<file path="src/rtl/hvac_dwell_ctrl_pkg.sv">
// Shared definitions for the HVAC dwell controller: state encodings and
// default dwell parameters.
package hvac_dwell_ctrl_pkg;

    // Enable-state encodings; every 2-bit code is a named state.
    typedef enum logic [1:0] {
        HVAC_IDLE = 2'b00,
        HVAC_HEAT = 2'b01,
        HVAC_COOL = 2'b10,
        HVAC_REST = 2'b11
    } hvac_state_e;

    localparam int unsigned HVAC_MIN_ON_DEF  = 4;
    localparam int unsigned HVAC_MIN_OFF_DEF = 3;
    localparam int unsigned HVAC_MAX_ON_DEF  = 16;
    localparam int unsigned HVAC_TIMER_W_DEF = 8;

endpackage

</file>
<file path="src/rtl/hvac_dwell_ctrl_dwell_timer.sv">
// Dwell timer: counts cycles spent in the current state.
//   clk, rst_n : clock, asynchronous active-low reset
//   clr_i      : synchronous clear (state change); count restarts at 0
//   count_o    : current dwell count, saturates at 2**TIMER_W-1
module hvac_dwell_ctrl_dwell_timer #(
    parameter int unsigned TIMER_W = 8
) (
    input  logic               clk,
    input  logic               rst_n,
    input  logic               clr_i,
    output logic [TIMER_W-1:0] count_o
);

    logic [TIMER_W-1:0] count_q;
    logic [TIMER_W-1:0] count_d;

    // Clear wins over increment; hold at all-ones instead of wrapping.
    always_comb begin
        count_d = count_q;
        if (clr_i) begin
            count_d = '0;
        end else if (count_q != {TIMER_W{1'b1}}) begin
            count_d = count_q + TIMER_W'(1);
        end
    end

    always_ff @(posedge clk or negedge rst_n) begin
        if (!rst_n) begin
            count_q <= '0;
        end else begin
            count_q <= count_d;
        end
    end

    assign count_o = count_q;

endmodule

</file>
<file path="src/rtl/hvac_dwell_ctrl.sv">
// HVAC dwell controller: turns thermostat heat/cool requests into heater and
// cooler enables with minimum on-time, minimum rest time and mutual exclusion.
//   clk, rst_n : clock, asynchronous active-low reset
//   heating    : heat request
//   cooling    : cool request
//   heater_on  : heater enable (decoded from state register)
//   cooler_on  : cooler enable (decoded from state register)
//   busy       : high while heating, cooling or resting
//   fault      : sticky run-length timeout flag
// Optional feature macro: HVAC_MAX_ON_EN enables the MAX_ON run-length limit
// and the fault flag; without it fault is constant 0.
module hvac_dwell_ctrl
    import hvac_dwell_ctrl_pkg::*;
#(
    parameter int unsigned MIN_ON  = HVAC_MIN_ON_DEF,
    parameter int unsigned MIN_OFF = HVAC_MIN_OFF_DEF,
    parameter int unsigned MAX_ON  = HVAC_MAX_ON_DEF,
    parameter int unsigned TIMER_W = HVAC_TIMER_W_DEF
) (
    input  logic clk,
    input  logic rst_n,
    input  logic heating,
    input  logic cooling,
    output logic heater_on,
    output logic cooler_on,
    output logic busy,
    output logic fault
);

    localparam logic [TIMER_W-1:0] ON_LAST  = TIMER_W'(MIN_ON - 1);
    localparam logic [TIMER_W-1:0] OFF_LAST = TIMER_W'(MIN_OFF - 1);

    hvac_state_e        state_q;
    hvac_state_e        state_d;
    logic [TIMER_W-1:0] timer;
    logic               max_hit_c;
    logic               fault_q;

    // Timer restarts on every state transition.
    hvac_dwell_ctrl_dwell_timer #(
        .TIMER_W (TIMER_W)
    ) u_timer (
        .clk     (clk),
        .rst_n   (rst_n),
        .clr_i   (state_d != state_q),
        .count_o (timer)
    );

`ifdef HVAC_MAX_ON_EN
    localparam logic [TIMER_W-1:0] MAX_LAST = TIMER_W'(MAX_ON - 1);

    logic fault_d;

    assign max_hit_c = (timer == MAX_LAST);

    // Fault latches when a run is cut short by the length limit.
    always_comb begin
        fault_d = fault_q;
        if (((state_q == HVAC_HEAT) || (state_q == HVAC_COOL)) && max_hit_c) begin
            fault_d = 1'b1;
        end
    end

    always_ff @(posedge clk or negedge rst_n) begin
        if (!rst_n) begin
            fault_q <= 1'b0;
        end else begin
            fault_q <= fault_d;
        end
    end
`else
    logic unused_max_on;

    assign max_hit_c     = 1'b0;
    assign fault_q       = 1'b0;
    assign unused_max_on = ^TIMER_W'(MAX_ON);
`endif

    // Next-state logic.
    always_comb begin
        state_d = state_q;
        case (state_q)
            HVAC_IDLE: begin
                if (!fault_q) begin
                    if (heating && !cooling) begin
                        state_d = HVAC_HEAT;
                    end else if (cooling && !heating) begin
                        state_d = HVAC_COOL;
                    end
                end
            end
            HVAC_HEAT: begin
                if (max_hit_c || (!heating && (timer >= ON_LAST))) begin
                    state_d = HVAC_REST;
                end
            end
            HVAC_COOL: begin
                if (max_hit_c || (!cooling && (timer >= ON_LAST))) begin
                    state_d = HVAC_REST;
                end
            end
            HVAC_REST: begin
                if (timer == OFF_LAST) begin
                    state_d = HVAC_IDLE;
                end
            end
            default: state_d = HVAC_REST;
        endcase
    end

    always_ff @(posedge clk or negedge rst_n) begin
        if (!rst_n) begin
            state_q <= HVAC_IDLE;
        end else begin
            state_q <= state_d;
        end
    end

    // Outputs decode straight from the state flop so reset clears them at once.
    assign heater_on = (state_q == HVAC_HEAT);
    assign cooler_on = (state_q == HVAC_COOL);
    assign busy      = (state_q != HVAC_IDLE);
    assign fault     = fault_q;

endmodule

</file>
<file path="config.mk">
export PLATFORM = sky130hd
export DESIGN_NAME = hvac_dwell_ctrl
export DESIGN_NICKNAME = d
export VERILOG_FILES = /design/src/rtl/hvac_dwell_ctrl_pkg.sv /design/src/rtl/hvac_dwell_ctrl_dwell_timer.sv /design/src/rtl/hvac_dwell_ctrl.sv
export SDC_FILE = /design/constraint.sdc
export NUM_CORES = 1
export LEC_CHECK = 0
export CORE_AREA = 2 2 39 41
export CTS_BUF_LIST = sky130_fd_sc_hd__clkbuf_8
export DETAILED_ROUTE_END_ITERATION = 16
export DIE_AREA = 0 0 41 43
export PLACE_DENSITY = 0.67
export RECOVER_POWER = 50
export SLEW_MARGIN = 20
export SYNTH_ARGS = -nofsm -noshare
export SYNTH_HDL_FRONTEND = slang
export SYNTH_SLANG_ARGS = --single-unit
</file>
<file path="constraint.sdc">
create_clock -name clk -period 2.8 [get_ports clk]
set_input_delay 0.28 -clock clk [delete_from_list [all_inputs] [get_ports clk]]
set_output_delay 0.28 -clock clk [all_outputs]
set_load 0.03 [all_outputs]
</file>
==> results by group, run 1 <==
Run status
  – Outcome: completed

Logic synthesis
  – Ys async rst share: 100.0%
  – Synth Flop Type: dfrtp_1
  – Synth area leader: dfrtp_1
  – Avg Inst Size Synth: 8.706 um2
  – Seq/Total Area, Yosys: 39.92%
  – Synth top area share: 39.92%
  – Netlist cell types: 27
  – Flops & latches, synth: 10
  – Synth warnings: 0
  – Syn Std Cell Area: 626.9 um2
  – Area contributors post-synth: dfrtp_1 (40%), nor3_1 (6.4%), nor2_1 (6.0%)
  – Number of synthesized flops with an enable pin: 0
  – Post-Synthesis Cells: 72
  – Net Count, Synth: 78

Worst setup path
  – Flop-to-flop setup slack: 510 ps
  – Critical Path Source Type: register
  – Worst reg2reg endpoint: u_timer.count_o[2]
  – CP arrival: 2420 ps
  – CP Buf/Inv Count: 0
  – Critical Path End: u_timer.count_o[2]
  – Crit path required time: 2940 ps
  – Critical Path Fanout Max: 8
  – Cell Chain, Critical Path: or4_1, or4_4, a221o_2, nor4_2
  – Worst r2r src: u_timer.count_o[6]
  – Worst setup path start: u_timer.count_o[6]
  – Critical Path Slowest Stage Cell: or4_1
  – Crit Path Category: register to register
  – Worst Setup End Kind: register
  – Crit path depth: 4
  – Largest stage delay on the critical path: 550 ps
  – Crit path max-delay family: simple AND/OR/NAND/NOR gates
  – R2R depth: 4

Layout
  – Ant. Diodes: 0
  – Layout cells sized above 1: 13.75%
  – Layout area overhead: 19.76%
  – Non-filler cells in the finished layout: 96
  – Nets: 87

Timing
  – TNS Setup: 0 ps
  – Worst-Margin Slew: 558.5 ps
  – FMAX: 437.5 MHz
  – Final Hold Vio Count: 0
  – RSZ-0062 raised after global routing: no
  – Clock Skew: 2.194 ps
  – Min Clock Period, post-route: 2286 ps
  – Setup violators final: 0
  – Fin crit share: 81.63%
  – Final count of pins violating max slew: 0
  – Worst slew margin: 62.48%

Clocking
  – Clk sinks: 10
  – H-tree depth: 1
  – Postcts setup bufs: 0
  – CTS Hold Bufs: 0
  – TritonCTS Buffers: 3
  – Clk root buf: clkbuf_8
  – Clk buf depth: 2
  – CTS tree: yes
  – Worst skew pair latency: 240 ps
  – Post-CTS resize count: 0
  – Clock transition at the registers of the reported paths: 50 ps

Floorplan
  – Die footprint: 0.001763 mm2
  – Die width: 41 um
  – CORE AREA: 0.001384 mm2
  – IO Pins: 8
  – FP Rows: 14
  – Initial core utilization: 45.30%
  – Die Span Y: 43 um

Run
  – Number of max-cap violations: 0

Power and ir drop
  – Gate power share: 43.6%
  – Switching portion of total power: 39.67%
  – Int Pwr: 468.5 uW
  – Net Sw Power: 308.1 uW
  – Peak supply drop: 0.5616 mV
  – P per Cell Area: 1034 mW/mm2
  – Static Leakage: 0.0003020 uW
  – Clock share of power: 24.2%
  – Part of the power in registers: 32.2%

Detailed routing
  – Wirelength per Cell: 13.76 um
  – DR vias: 556
  – Post-DRT Antenna Nets: 0
  – Vias per std cell: 5.792
  – DR iter-0 viols: 12
  – TritonRoute pass-1 iters: 4
  – Post-Route WL: 1321 um
  – Residual DRC: 0

Global routing
  – Initial antenna violation count: 0
  – GRT Total Usage: 19.13%
  – Vias in the first global route: 528
  – First-pass GRT wire length: 2214 um
  – Remaining Overflow, GRT: 0
  – Pin count of the biggest net entering global routing: 11

Place
  – Routability Congestion: 0.7417
  – Dpl cells: 92
  – # port buffers: 6
  – Detailed placement HPWL: 963.5 um

Min path
  – Worst Hold Class: input port to asynchronous set/reset pin
synthesized netlist by cell type, drive strengths merged (2+ instances only):
library cell and instances:
dfrtp 10, ha 2, or4 2, xnor2 2, inv 4, mux2i 2, nor4 4, nand3 4
o21ai 2, nor2b 2, nor3 8, or2 2, a21oi 2, nor2 10, nand2 6
cell usage in the layout, fill, tap and decap left out, types with 4 or more instances in the layout:
| cell type | netlist | routed |
|---|---|---|
| nor3_1 | 8 | 8 |
| clkbuf_8 | 0 | 4 |
| inv_1 | 4 | 4 |
| clkdlybuf4s50_1 | 0 | 4 |
| nand3_1 | 4 | 4 |
| nor2_1 | 10 | 10 |
| dfrtp_1 | 10 | 10 |
| nand2_1 | 6 | 6 |
worst reg2reg max path: cells and delay by family (launching register included):
kind	cells	cell delay (ps)
and+or+nand+nor	3	1290
DFF	1	410
AOI/OAI and AO/OA	1	480
cell families (layout without fill, tap and decap cells):
group	count (synthesis)	in the layout	synth area share (%)
other cells	1	1	0.5982
mux	2	2	3.194
flops	10	10	39.92
fa+ha+maj	2	2	3.991
buf+inv	6	14	4.191
xor+xnor	2	2	2.795
simple gates	40	40	34.53
compound gates	9	9	10.78
metrics by stage:
stage	util [%]	hold slack, ps	setup slack [ps]	instance area [um2]	total power, uW
after CTS	54.25	376.2	516.4	750.7	781.7
after global routing	54.25	480.1	426.1	750.7	835.6
after global placement	50.27	543.8	608.6	695.7	582.8
final	54.25	432.5	514.3	750.7	776.5
after floorplan	-	-15.59	671.4	626.9	499.6
after detailed placement	50.27	541.7	523.1	695.7	595.6
state kept, by name, summed over array words and instances, names as in the netlist:
register	flops
state_q	2
u_timer.count_o	8
power by group through the flow:
stage                     logic, uW  clock network, uW  registers, uW
after CTS                       344                189            249
after detailed placement        344                  0            252
after global placement          330                  0            252
after floorplan                 262                  0            237
after global routing            383                194            258
final                           339                188            250
cell type report:
type / count / area (um2)
Clock buffer: 4 / 55.05
Inverter: 4 / 15.01
Timing Repair Buffer: 6 / 60.06
Multi-Input combinational cell: 56 / 350.3
Fill cell: 124 / 633.1
Sequential cell: 10 / 250.2
Tap cell: 16 / 20.02
worst min path at each step:
stage / start / to / slack (ps)
after floorplan: rst_n / state_q[0] / -20
after global placement: state_q[0] / state_q[1] / 540
after detailed placement: state_q[0] / state_q[1] / 540
after CTS: rst_n / u_timer.count_o[5] / 380
after global routing: rst_n / u_timer.count_o[4] / 480
final: rst_n / u_timer.count_o[3] / 430
metal layers:
metal	part of all wire [%]	routed length, um	global-route usage (%)	vias up
li1	-	-	-	273
met1	46	613	25.17	260
met2	47	618	28.75	18
met3	4.7	62	4.712	5
met4	2.1	28	8.000	0
met5	0	0	0	-
Power figures use the tool's default switching activity.
==> run 2: changes to the inputs <==
Settings changed: PLACE_DENSITY 0.67 to 0.69.
Clock period 2.8 ns to 2 ns, I/O delays scaled along.
==> run 2 against run 1 <==
Against the previous run:
- the run now ends with setup timing left
- first-iteration DRC count down 25%
- sequential power increased by 33%
- total power rose by 52%
- largest power group unchanged
- non-clock buffer count is 10 higher
- routed wire length increased by 5.1%
- register-to-register slack lost 660 ps
- final area is 12% higher
==> results by group, run 2 (synthesis gave the netlist of run 1 again) <==
Timing
  – Min Clock Period, post-route: 2150 ps (was 2286 ps)
  – FMAX: 465.2 MHz (was 437.5 MHz)
  – Setup violators final: 8 (was 0)
  – Worst hold slack: 364.0 ps (was 432.5 ps)
  – Fin crit share: 107.5% (was 81.63%)
  – Final count of pins violating max slew: 0 (unchanged)
  – Clock Skew: 3.018 ps (was 2.194 ps)
  – Final Hold Vio Count: 0 (unchanged)
  – Setup ws final: -149.8 ps (was 514.3 ps)
  – RSZ-0062 raised after global routing: yes (was no)

Floorplan
  – CORE AREA: 0.001384 mm2 (unchanged)
  – FP Rows: 14 (unchanged)
  – Die Span Y: 43 um (unchanged)
  – IO Pins: 8 (unchanged)
  – Initial core utilization: 45.30% (unchanged)
  – Die width: 41 um (unchanged)
  – Die footprint: 0.001763 mm2 (unchanged)

Place
  – Routability Congestion: 0.7631 (was 0.7417)
  – Dpl cell area: 763.2 um2 (was 695.7 um2)
  – Post-Place Setup Slack: -145.1 ps (was 523.1 ps)
  – Detailed placement HPWL: 1092 um (was 963.5 um)
  – # port buffers: 6 (unchanged)

Power and ir drop
  – Peak supply drop: 0.8091 mV (was 0.5616 mV)
  – Switching portion of total power: 38.25% (was 39.67%)
  – Part of the power in registers: 28.2% (was 32.2%)
  – Gate power share: 54.9% (was 43.6%)
  – Static Leakage: 0.0003442 uW (was 0.0003020 uW)
  – Int Pwr: 726.8 uW (was 468.5 uW)
  – Clock share of power: 16.9% (was 24.2%)
  – P per Cell Area: 1402 mW/mm2 (was 1034 mW/mm2)
  – Total power: 1177 uW (was 776.5 uW)
  – Net Sw Power: 450.2 uW (was 308.1 uW)

Layout
  – Layout area overhead: 33.93% (was 19.76%)
  – Ant. Diodes: 0 (unchanged)
  – Fin util: 60.67% (was 54.25%)
  – Layout cells sized above 1: 26.97% (was 13.75%)
  – Nets: 97 (was 87)
  – Max reg flops: 8 (unchanged)
  – Most frequent cells in the layout: nor2_1 (10), buf_4 (10), dfrtp_1 (10) (was nor2_1 (10), dfrtp_1 (10), nor3_1 (8))
  – Post-route design area: 839.6 um2 (was 750.7 um2)

Worst setup path
  – Worst Setup End Kind: register (unchanged)
  – Critical Path Fanout Max: 8 (unchanged)
  – Critical Path Source Type: register (unchanged)
  – Crit path required time: 2140 ps (was 2940 ps)
  – Crit Path Category: register to register (unchanged)
  – CP arrival: 2290 ps (was 2420 ps)
  – R2R depth: 4 (unchanged)

Min path
  – Worst Hold Class: input port to asynchronous set/reset pin (unchanged)

Clocking
  – CTS Hold Bufs: 0 (unchanged)
  – TritonCTS Buffers: 3 (unchanged)
  – Clk sinks: 10 (unchanged)
  – CTS tree: yes (unchanged)
  – Clk root buf: clkbuf_8 (unchanged)
  – Clk buf depth: 2 (unchanged)
  – Clock transition at the registers of the reported paths: 40 ps (was 50 ps)
  – Worst skew pair latency: 230 ps (was 240 ps)
  – H-tree depth: 1 (unchanged)

Run status
  – Outcome: finished, violations left (was completed)
  – Failing checks: setup timing

Detailed routing
  – Post-Route WL: 1389 um (was 1321 um)
  – Wirelength per Cell: 13.23 um (was 13.76 um)
  – Residual DRC: 0 (unchanged)
  – DR vias: 576 (was 556)
  – DR iter-0 viols: 9 (was 12)
  – TritonRoute pass-1 iters: 4 (unchanged)
  – Vias per std cell: 5.486 (was 5.792)
  – Post-DRT Antenna Nets: 0 (unchanged)

Global routing
  – GRT Total Usage: 20.94% (was 19.13%)
  – Vias in the first global route: 568 (was 528)
  – Pin count of the biggest net entering global routing: 11 (unchanged)
  – Initial antenna violation count: 0 (unchanged)
  – Remaining Overflow, GRT: 0 (unchanged)
  – First-pass GRT wire length: 2470 um (was 2214 um)

Run
  – Number of max-cap violations: 0 (unchanged)
## run 2: cell count changes in the layout (fill, tap and decap cells not counted)
| cell | change |
|---|---|
| or4_1 | -1 |
| and3b_1 | -1 |
| buf_4 | +10 |
| dlygate4sd3_1 | -1 |
| a211oi_2 | +1 |
| a211oi_1 | -1 |
| and3b_2 | +1 |
| or4_4 | +1 |
| a2111oi_2 | -1 |
| clkdlybuf4s50_1 | +1 |
| clkbuf_8 | -1 |
| nor3_2 | +1 |
| nor3_1 | -1 |
| a2111oi_4 | +1 |
## run 2: power by group through the flow
| stage | combinational, uW | clock (uW) | sequential (uW) |
|---|---|---|---|
| after floorplan | 381 | 0 | 332 |
| after global placement | 547 | 0 | 330 |
| after detailed placement | 560 | 0 | 333 |
| after CTS | 623 | 203 | 332 |
| after global routing | 708 | 213 | 344 |
| final | 646 | 199 | 332 |
## run 2: area by class of cell
class                           count  area [um2]
Clock buffer                        3       41.29
Fill cell                         120       544.3
Inverter                            4       15.01
Multi-Input combinational cell     56       377.9
Sequential cell                    10       250.2
Tap cell                           16       20.02
Timing Repair Buffer               16       135.1
## run 2: through the flow
| stage | TNS [ps] | std cells |
|---|---|---|
| floorplan | -233.6 | 72 |
| detailed placement | -848.9 | 101 |
| global placement | -450.7 | 101 |
| global route | -1651 | 105 |
| finish | -891.6 | 105 |
| CTS | -661.4 | 105 |
## run 2: path summary, 6_finish.rpt
path	endpoint	slack, ps	from
max	u_timer.count_o[2]	-150	u_timer.count_o[4]
min	u_timer.count_o[4]	360	rst_n
max reg2reg	u_timer.count_o[2]	-150	u_timer.count_o[4]
min reg2reg	state_q[1]	560	state_q[0]
max in group asynchronous	u_timer.count_o[3]	1310	rst_n
min in group clk	state_q[1]	560	state_q[0]
## run 2: worst max-delay path, stage by stage, from the launching register on
cell and delay (ps):
dfrtp_1 370, or4_4 540, or4_4 440, a221o_2 490
nor4_2 220
## run 2: metal layers
layer	vias up	part of all wire [%]	GRT usage (%)
met1	275	46	29.59
met4	0	1.5	10.00
met2	6	49	30.00
met3	4	3.0	3.665
met5	-	0	0
li1	291	-	-
## run 2: timing repair
item	CTS	global route
pin swaps	1	3
setup endpoints to repair	8	8
gates resized for setup	3	2
buffers inserted	1	0
